--- config.mk ---
export PLATFORM = sky130hd
export DESIGN_NAME = top_wb_flat
export DESIGN_NICKNAME = d
export VERILOG_FILES = /design/src/rtl/mips_pkg.sv /design/src/rtl/top_wb_if.sv /design/src/rtl/top_wb_load_formatter.sv /design/src/rtl/top_wb.sv /design/src/flat_wrapper.sv
export SDC_FILE = /design/constraint.sdc
export NUM_CORES = 1
export LEC_CHECK = 0
export ABC_AREA = 0
export CAP_MARGIN = 10
export CELL_PAD_IN_SITES_DETAIL_PLACEMENT = 0
export CELL_PAD_IN_SITES_GLOBAL_PLACEMENT = 1
export CORE_UTILIZATION = 25
export DETAILED_ROUTE_END_ITERATION = 16
export PLACE_DENSITY = 0.67
export SLEW_MARGIN = 15
export SYNTH_ARGS = -nofsm -noshare
export SYNTH_HDL_FRONTEND = slang
export SYNTH_HIERARCHICAL = 1
export SYNTH_SLANG_ARGS = --single-unit
--- constraint.sdc ---
create_clock -name i_clock -period 2.64 [get_ports i_clock]
set_input_delay 0.264 -clock i_clock [delete_from_list [all_inputs] [get_ports i_clock]]
set_output_delay 0.264 -clock i_clock [all_outputs]
set_load 0.01 [all_outputs]
--- src/rtl/mips_pkg.sv ---
// rtl/mips_pkg.sv - shared MIPS pipeline encodings and helpers
package mips_pkg;

  typedef enum logic [1:0] {
    MEM_TO_REG_ALU  = 2'b00,
    MEM_TO_REG_MEM  = 2'b01,
    MEM_TO_REG_LINK = 2'b10,
    MEM_TO_REG_RSVD = 2'b11
  } mem_to_reg_e;

  typedef enum logic [1:0] {
    LOAD_BYTE = 2'b00,
    LOAD_HALF = 2'b01,
    LOAD_WORD = 2'b10,
    LOAD_RSVD = 2'b11
  } load_size_e;

  // Number of bits needed to represent value (clogb2(31) = 5).
  function automatic int clogb2(input int value);
    int v;
    int r;
    v = value;
    r = 0;
    while (v > 0) begin
      r++;
      v = v >> 1;
    end
    return r;
  endfunction

endpackage

--- src/rtl/top_wb_if.sv ---
// rtl/top_wb_if.sv - MEM/WB entry inputs and register-file write port
interface top_wb_if import mips_pkg::*; #(
  parameter int CANT_REGISTROS      = 32,
  parameter int CANT_BITS_REGISTROS = 32,
  parameter int CANT_BITS_ADDR      = 11
);
  localparam int RW = clogb2(CANT_REGISTROS - 1);

  logic                           i_stall;
  logic                           i_flush;
  logic                           i_valid;
  logic                           i_reg_write_ctrl;
  logic [1:0]                     i_mem_to_reg;
  logic [1:0]                     i_load_size;
  logic                           i_load_unsigned;
  logic                           i_halt;
  logic [RW-1:0]                  i_reg_dest;
  logic [CANT_BITS_REGISTROS-1:0] i_alu_result;
  logic [CANT_BITS_REGISTROS-1:0] i_mem_data;
  logic [CANT_BITS_ADDR-1:0]      i_link_addr;
  logic                           o_control_write_reg;
  logic [RW-1:0]                  o_reg_write;
  logic [CANT_BITS_REGISTROS-1:0] o_data_write;
  logic [31:0]                    o_retired_count;
  logic                           o_halt;

  modport master (
    output i_stall, i_flush, i_valid, i_reg_write_ctrl, i_mem_to_reg, i_load_size,
           i_load_unsigned, i_halt, i_reg_dest, i_alu_result, i_mem_data, i_link_addr,
    input  o_control_write_reg, o_reg_write, o_data_write, o_retired_count, o_halt
  );

  modport slave (
    input  i_stall, i_flush, i_valid, i_reg_write_ctrl, i_mem_to_reg, i_load_size,
           i_load_unsigned, i_halt, i_reg_dest, i_alu_result, i_mem_data, i_link_addr,
    output o_control_write_reg, o_reg_write, o_data_write, o_retired_count, o_halt
  );
endinterface

--- src/rtl/top_wb_load_formatter.sv ---
// rtl/top_wb_load_formatter.sv - little-endian byte/half/word load extraction and extension
module load_formatter import mips_pkg::*; #(
  parameter int W = 32
) (
  input  logic [W-1:0] mem_data,
  input  logic [1:0]   offset,
  input  logic [1:0]   size,
  input  logic         load_unsigned,
  output logic [W-1:0] data
);
  logic [7:0]  byte_v;
  logic [15:0] half_v;

  always_comb begin
    byte_v = mem_data[{offset, 3'b000} +: 8];
    half_v = offset[1] ? mem_data[31:16] : mem_data[15:0];
    case (size)
      LOAD_BYTE: data = {{(W-8){~load_unsigned & byte_v[7]}}, byte_v};
      LOAD_HALF: data = {{(W-16){~load_unsigned & half_v[15]}}, half_v};
      default:   data = mem_data;
    endcase
  end
endmodule

--- src/rtl/top_wb.sv ---
// rtl/top_wb.sv - MIPS write-back stage: MEM/WB register, load format, source mux,
// retired counter and sticky halt.
module top_wb import mips_pkg::*; #(
  parameter int CANT_REGISTROS      = 32,
  parameter int CANT_BITS_REGISTROS = 32,
  parameter int CANT_BITS_ADDR      = 11
) (
  input logic     i_clock,
  input logic     i_soft_reset,
  top_wb_if.slave bus
);
  localparam int RW = clogb2(CANT_REGISTROS - 1);
  localparam int W  = CANT_BITS_REGISTROS;

  logic                      valid_q;
  logic                      reg_write_q;
  logic [1:0]                mem_to_reg_q;
  logic [1:0]                load_size_q;
  logic                      load_unsigned_q;
  logic                      halt_q;
  logic [RW-1:0]             dest_q;
  logic [W-1:0]              alu_q;
  logic [W-1:0]              mem_q;
  logic [CANT_BITS_ADDR-1:0] link_q;
  logic                      halted;
  logic [31:0]               retired_q;
  logic [W-1:0]              load_data;
  logic                      capture;

  assign capture = ~halted & ~bus.i_flush & ~bus.i_stall;

  always_ff @(posedge i_clock or negedge i_soft_reset) begin
    if (!i_soft_reset) begin
      valid_q         <= 1'b0;
      reg_write_q     <= 1'b0;
      mem_to_reg_q    <= 2'b00;
      load_size_q     <= 2'b00;
      load_unsigned_q <= 1'b0;
      halt_q          <= 1'b0;
      dest_q          <= '0;
      alu_q           <= '0;
      mem_q           <= '0;
      link_q          <= '0;
      halted          <= 1'b0;
      retired_q       <= '0;
    end else begin
      if (halted || bus.i_flush) begin
        valid_q <= 1'b0;
      end else if (!bus.i_stall) begin
        valid_q         <= bus.i_valid;
        reg_write_q     <= bus.i_reg_write_ctrl;
        mem_to_reg_q    <= bus.i_mem_to_reg;
        load_size_q     <= bus.i_load_size;
        load_unsigned_q <= bus.i_load_unsigned;
        halt_q          <= bus.i_halt;
        dest_q          <= bus.i_reg_dest;
        alu_q           <= bus.i_alu_result;
        mem_q           <= bus.i_mem_data;
        link_q          <= bus.i_link_addr;
      end
      if (capture && bus.i_valid) begin
        retired_q <= retired_q + 32'd1;
      end
      if (valid_q && halt_q) begin
        halted <= 1'b1;
      end
    end
  end

  load_formatter #(.W(W)) u_load_formatter (
    .mem_data      (mem_q),
    .offset        (alu_q[1:0]),
    .size          (load_size_q),
    .load_unsigned (load_unsigned_q),
    .data          (load_data)
  );

  always_comb begin
    case (mem_to_reg_q)
      MEM_TO_REG_MEM:  bus.o_data_write = load_data;
      MEM_TO_REG_LINK: bus.o_data_write = {{(W-CANT_BITS_ADDR){1'b0}}, link_q};
      default:         bus.o_data_write = alu_q;
    endcase
  end

  // Gating by halted keeps the register file quiet once the debug unit owns the core.
  assign bus.o_control_write_reg = valid_q & reg_write_q & (dest_q != '0) & ~halted;
  assign bus.o_reg_write         = dest_q;
  assign bus.o_retired_count     = retired_q;
  assign bus.o_halt              = halted;
endmodule

--- src/flat_wrapper.sv ---
// flat-port wrapper written by rule: the top's interface ports become plain ports
module top_wb_flat import mips_pkg::*;
#(
  parameter int CANT_REGISTROS      = 32,
  parameter int CANT_BITS_REGISTROS = 32,
  parameter int CANT_BITS_ADDR      = 11
)
  (i_clock, i_soft_reset, bus_i_stall, bus_i_flush, bus_i_valid, bus_i_reg_write_ctrl, bus_i_mem_to_reg, bus_i_load_size, bus_i_load_unsigned, bus_i_halt, bus_i_reg_dest, bus_i_alu_result, bus_i_mem_data, bus_i_link_addr, bus_o_control_write_reg, bus_o_reg_write, bus_o_data_write, bus_o_retired_count, bus_o_halt);
  top_wb_if #(.CANT_REGISTROS(CANT_REGISTROS), .CANT_BITS_REGISTROS(CANT_BITS_REGISTROS), .CANT_BITS_ADDR(CANT_BITS_ADDR)) bus_i ();
  input logic i_clock;
  input logic i_soft_reset;
  input wire logic [$bits(bus_i.i_stall)-1:0] bus_i_stall;
  input wire logic [$bits(bus_i.i_flush)-1:0] bus_i_flush;
  input wire logic [$bits(bus_i.i_valid)-1:0] bus_i_valid;
  input wire logic [$bits(bus_i.i_reg_write_ctrl)-1:0] bus_i_reg_write_ctrl;
  input wire logic [$bits(bus_i.i_mem_to_reg)-1:0] bus_i_mem_to_reg;
  input wire logic [$bits(bus_i.i_load_size)-1:0] bus_i_load_size;
  input wire logic [$bits(bus_i.i_load_unsigned)-1:0] bus_i_load_unsigned;
  input wire logic [$bits(bus_i.i_halt)-1:0] bus_i_halt;
  input wire logic [$bits(bus_i.i_reg_dest)-1:0] bus_i_reg_dest;
  input wire logic [$bits(bus_i.i_alu_result)-1:0] bus_i_alu_result;
  input wire logic [$bits(bus_i.i_mem_data)-1:0] bus_i_mem_data;
  input wire logic [$bits(bus_i.i_link_addr)-1:0] bus_i_link_addr;
  output wire logic [$bits(bus_i.o_control_write_reg)-1:0] bus_o_control_write_reg;
  output wire logic [$bits(bus_i.o_reg_write)-1:0] bus_o_reg_write;
  output wire logic [$bits(bus_i.o_data_write)-1:0] bus_o_data_write;
  output wire logic [$bits(bus_i.o_retired_count)-1:0] bus_o_retired_count;
  output wire logic [$bits(bus_i.o_halt)-1:0] bus_o_halt;
  assign bus_i.i_stall = bus_i_stall;
  assign bus_i.i_flush = bus_i_flush;
  assign bus_i.i_valid = bus_i_valid;
  assign bus_i.i_reg_write_ctrl = bus_i_reg_write_ctrl;
  assign bus_i.i_mem_to_reg = bus_i_mem_to_reg;
  assign bus_i.i_load_size = bus_i_load_size;
  assign bus_i.i_load_unsigned = bus_i_load_unsigned;
  assign bus_i.i_halt = bus_i_halt;
  assign bus_i.i_reg_dest = bus_i_reg_dest;
  assign bus_i.i_alu_result = bus_i_alu_result;
  assign bus_i.i_mem_data = bus_i_mem_data;
  assign bus_i.i_link_addr = bus_i_link_addr;
  assign bus_o_control_write_reg = bus_i.o_control_write_reg;
  assign bus_o_reg_write = bus_i.o_reg_write;
  assign bus_o_data_write = bus_i.o_data_write;
  assign bus_o_retired_count = bus_i.o_retired_count;
  assign bus_o_halt = bus_i.o_halt;
  top_wb #(.CANT_REGISTROS(CANT_REGISTROS), .CANT_BITS_REGISTROS(CANT_BITS_REGISTROS), .CANT_BITS_ADDR(CANT_BITS_ADDR)) u_core (.i_clock(i_clock), .i_soft_reset(i_soft_reset), .bus(bus_i));
endmodule
==> impl_summary.txt <==
----------------------------------------------------
[Yosys]
  Average size of a mapped cell ... 11.3 sq um
  Count of yosys warnings during synthesis ... 6
  Syn_nets ... 626
  Unique cell type count in the Yosys netlist ... 50
  Number of standard cells after synthesis ... 531
  Top area cells in the synthesized netlist ... dfrtp_1 51%, mux2_2 16%, nand2_1 5.5%
  Largest area contributor in the netlist ... dfrtp_1
  Share of Yosys cell area claimed by the top area cell type ... 0.507
  Number of enable-type register cells in the synthesized netlist ... 0
  Area of the mapped netlist ... approximately 6000 sq um
  Portion of the post-synthesis area used by sequential elements ... 0.507
  Number of synthesized register bits ... between 100 and 150
  Async S/R FF share, synth ... 1.00
  Main synth FF type ... dfrtp_1

[Power]
  Fraction of power consumed by the clock network ... 0.238
  Switching pwr ... just under 4000 uW
  Static power due to leakage ... roughly 0.0038 uW
  Internal power ... roughly 6700 uW
  Worst IR drop on VDD ... around 420 uV
  Combinational share of power ... 0.463
  Fraction of power spent switching nets ... 0.367
  Reg power frac ... 0.299
  Pwr dens ... between 1000 and 1500 nW/um^2

[Cells and area]
  Proportion of layout cells with a drive suffix above 1 ... 0.255
  Post-layout net count ... between 800 and 900
  Most common library cell in the layout ignoring fill and taps ... clkdlybuf4s50_1
  Most frequent cells in the layout ... 129 x clkdlybuf4s50_1, 117 x dfrtp_1, 87 x nand2_1
  Synthesis-to-layout area growth ... 47.9%
  # diodes ... 0

[Floorplan]
  Number of standard-cell rows in the floorplan ... 56
  Count of boundary I/O pins ... approximately 160
  Core area ... approximately 23000 sq um
  Die X-Extent ... ~160 um
  Die footprint ... approximately 25000 sq um
  Die Height ... roughly 160 um
  Initial core utilization ... 0.255

[Placed design]
  Worst setup slack after placement ... -0.0354 ns
  Routability congestion estimate from global placement ... ~0.76
  Detailed placement HPWL ... roughly 13 mm
  Number of buffer cells added on primary ports ... roughly 160

[Clock tree]
  Root buffer cell ... clkbuf_16
  Clock sink count ... 121
  CTS tree ... done
  Clock transition at the registers of the reported paths ... 0.06 ns
  Num CTS Buffers ... 17
  Later-pin clock latency in the skew report ... 0.41 ns
  Number of buffers between clock root and the deepest sink ... 2
  H-tree lvl count ... 4

[Critical path]
  Worst-path fanout max ... 4
  Crit-path max cell delay ... around 0.44 ns
  Critical path's top delay family ... multiplexers
  CP Capture Type ... output pin
  Number of buffers and inverters on the critical path ... 3
  Data arrival time at the worst-slack endpoint ... roughly 2.4 ns
  CP Data Required Time ... between 2 and 2.5 ns
  Critical path cell sequence ... mux2i_2, mux2_4, nor4_4, buf_4, buf_6, a221o_1, a22o_1, buf_2
  Kind of launch point of the worst setup path ... flop
  Crit Path Class ... reg2out
  Critical Path Slowest Stage Cell ... dfrtp_2

[STA]
  WHS ... 0.354 ns
  Final setup violating endpoints ... 0
  Worst-case clock skew ... 0.0104 ns
  Top achievable clock speed ... 379 MHz
  RSZ-0062 raised after global routing ... yes
  Setup ws final ... approximately 0.0024 ns
  Shortest period the worst path allows ... between 2 and 3 ns
  Number of hold violations in the final report ... 0
  Setup TNS after final layout ... 0 ns
  Least-Margin Pin Slew ... 0.561 ns
  Worst slew slack as a fraction of its limit ... 0.626
  Post-route fraction of the period consumed by the critical path ... 0.999
  Final-report max-slew violation count ... 0

[Detailed routing]
  Total DRC errors in the routed layout ... 0
  TritonRoute pass-1 iters ... 4
  Wire length per cell ... approximately 18 um
  Detailed-route via count ... just under 5000
  Antenna-violating nets left ... 0
  Routed via count divided by cell count ... 4.59
  DRC violation total after the first TritonRoute iteration ... roughly 210
  Post-Route WL ... 18.6 mm

[GRT]
  Pin count of the biggest net entering global routing ... 90
  First-pass GRT wire length ... approximately 29 mm
  Number of antenna violations at the first check in global routing ... 1
  All-Layer GR Usage ... 0.157
  Grt total ovfl ... 0
  Via count of the first global-routing pass ... roughly 5000

[Worst hold path]
  Hold crit path type ... in2async

[Flow run]
  Max-cap viol count ... 0

[Run status]
  Result of the run ... finished, final reports clean

----------------------------------------------------
==> registers in the layout (all words and copies together) (netlist names) <==
register	cells
u_core/bus.o_retired_count	32
u_core/bus.o_halt	1
u_core/valid_q	1
u_core/load_unsigned_q	1
u_core/reg_write_q	1
u_core/mem_to_reg_q	2
u_core/alu_q	32
u_core/load_size_q	2
u_core/link_q	11
u_core/mem_q	32
u_core/bus.o_reg_write	5
u_core/halt_q	1
==> per-stage QoR <==
stage | instance area [sq um] | power [uW] | instances | util
floorplan | 5970 | 5800 | 531 | -
global placement | 8040 | 8060 | 1002 | 0.342
detailed placement | 8040 | 8110 | 1002 | 0.342
CTS | 8830 | 10700 | 1051 | 0.376
global route | 8840 | 11300 | 1052 | 0.377
finish | 8840 | 10600 | 1052 | 0.377
==> routing by layer <==
metal	vias to the layer above	part of all wire	GRT usage
met4	2	0.019	0.0537
met1	2394	0.47	0.211
met3	23	0.051	0.0404
met2	118	0.46	0.243
li1	2292	-	-
met5	-	0.00059	0
==> Yosys cell counts (2+ instances only) <==
master,number
nor2_1,11
and3_1,5
o22a_1,3
nand3_1,10
nor4_2,2
buf_4,3
mux2i_1,3
a22oi_1,16
a21oi_1,3
xor2_1,15
a221o_1,8
a22o_1,20
a2bb2oi_1,3
dfrtp_1,121
and4_1,2
nor2b_1,7
o21ai_1,3
xnor2_1,16
nand4_1,7
a21o_1,4
and2_1,3
or4_4,2
buf_2,6
ha_1,3
inv_1,7
nor4_1,5
buf_6,2
mux2_2,85
nor3_1,10
nand2_1,87
nand2b_1,7
clkbuf_1,20
o21ai_0,15
==> cell families (layout without fill, tap and decap cells) <==
group | count (synthesis) | count (layout) | synth area share
AO/OA/AOI/OAI | 79 | 79 | 0.0995
XOR/XNOR | 31 | 31 | 0.0454
adder cells (fa/ha/maj) | 3 | 3 | 0.00628
buffers and inverters | 39 | 240 | 0.0302
flip-flops | 121 | 121 | 0.507
multiplexers | 89 | 89 | 0.168
AND/OR/NAND/NOR | 169 | 170 | 0.144
==> area by class of cell <==
class,instances,area (sq um)
inverters,7,26.3
clock buffers,18,439
repair buffers,201,1900
flip-flops and latches,121,3030
clock inverters,14,196
fillers,2367,14600
well taps,319,399
multi-input cells,372,2850
==> power by group through the flow <==
| stage | sequential (uW) | clock (uW) | combinational, uW |
|---|---|---|---|
| 2_1_floorplan | 3040 | 0 | 2770 |
| 3_3_place_gp | 3210 | 0 | 4860 |
| 3_5_place_dp | 3230 | 0 | 4890 |
| 4_1_cts | 3180 | 2590 | 4900 |
| 5_1_grt | 3290 | 2680 | 5320 |
| 6_report | 3170 | 2520 | 4900 |
==> final timing paths <==
check,start,to,slack [ns],depth (start not counted)
max,u_core/alu_q[0],bus_o_data_write[11],0.002,8
max reg2reg,u_core/bus.o_halt,u_core/bus.o_retired_count[23],0.55,5
max in group asynchronous,i_soft_reset,u_core/mem_q[12],1.55,3
min in group i_clock,bus_i_mem_to_reg[0],u_core/mem_to_reg_q[0],0.42,3
min,i_soft_reset,u_core/alu_q[13],0.35,2
min reg2reg,u_core/bus.o_retired_count[31],u_core/bus.o_retired_count[31],0.48,1
==> repair_timing <==
action                                  in CTS  in global routing
hold buffers                                 1                  0
gates resized for setup                     51                 27
endpoints found under the setup margin      32                 12
cloned                                       1                  0
buffers inserted                            15                  1
pin swaps                                    2                  3
endpoints found under the hold margin       45                  0
Note: power is estimated with default switching activity, not from simulation.
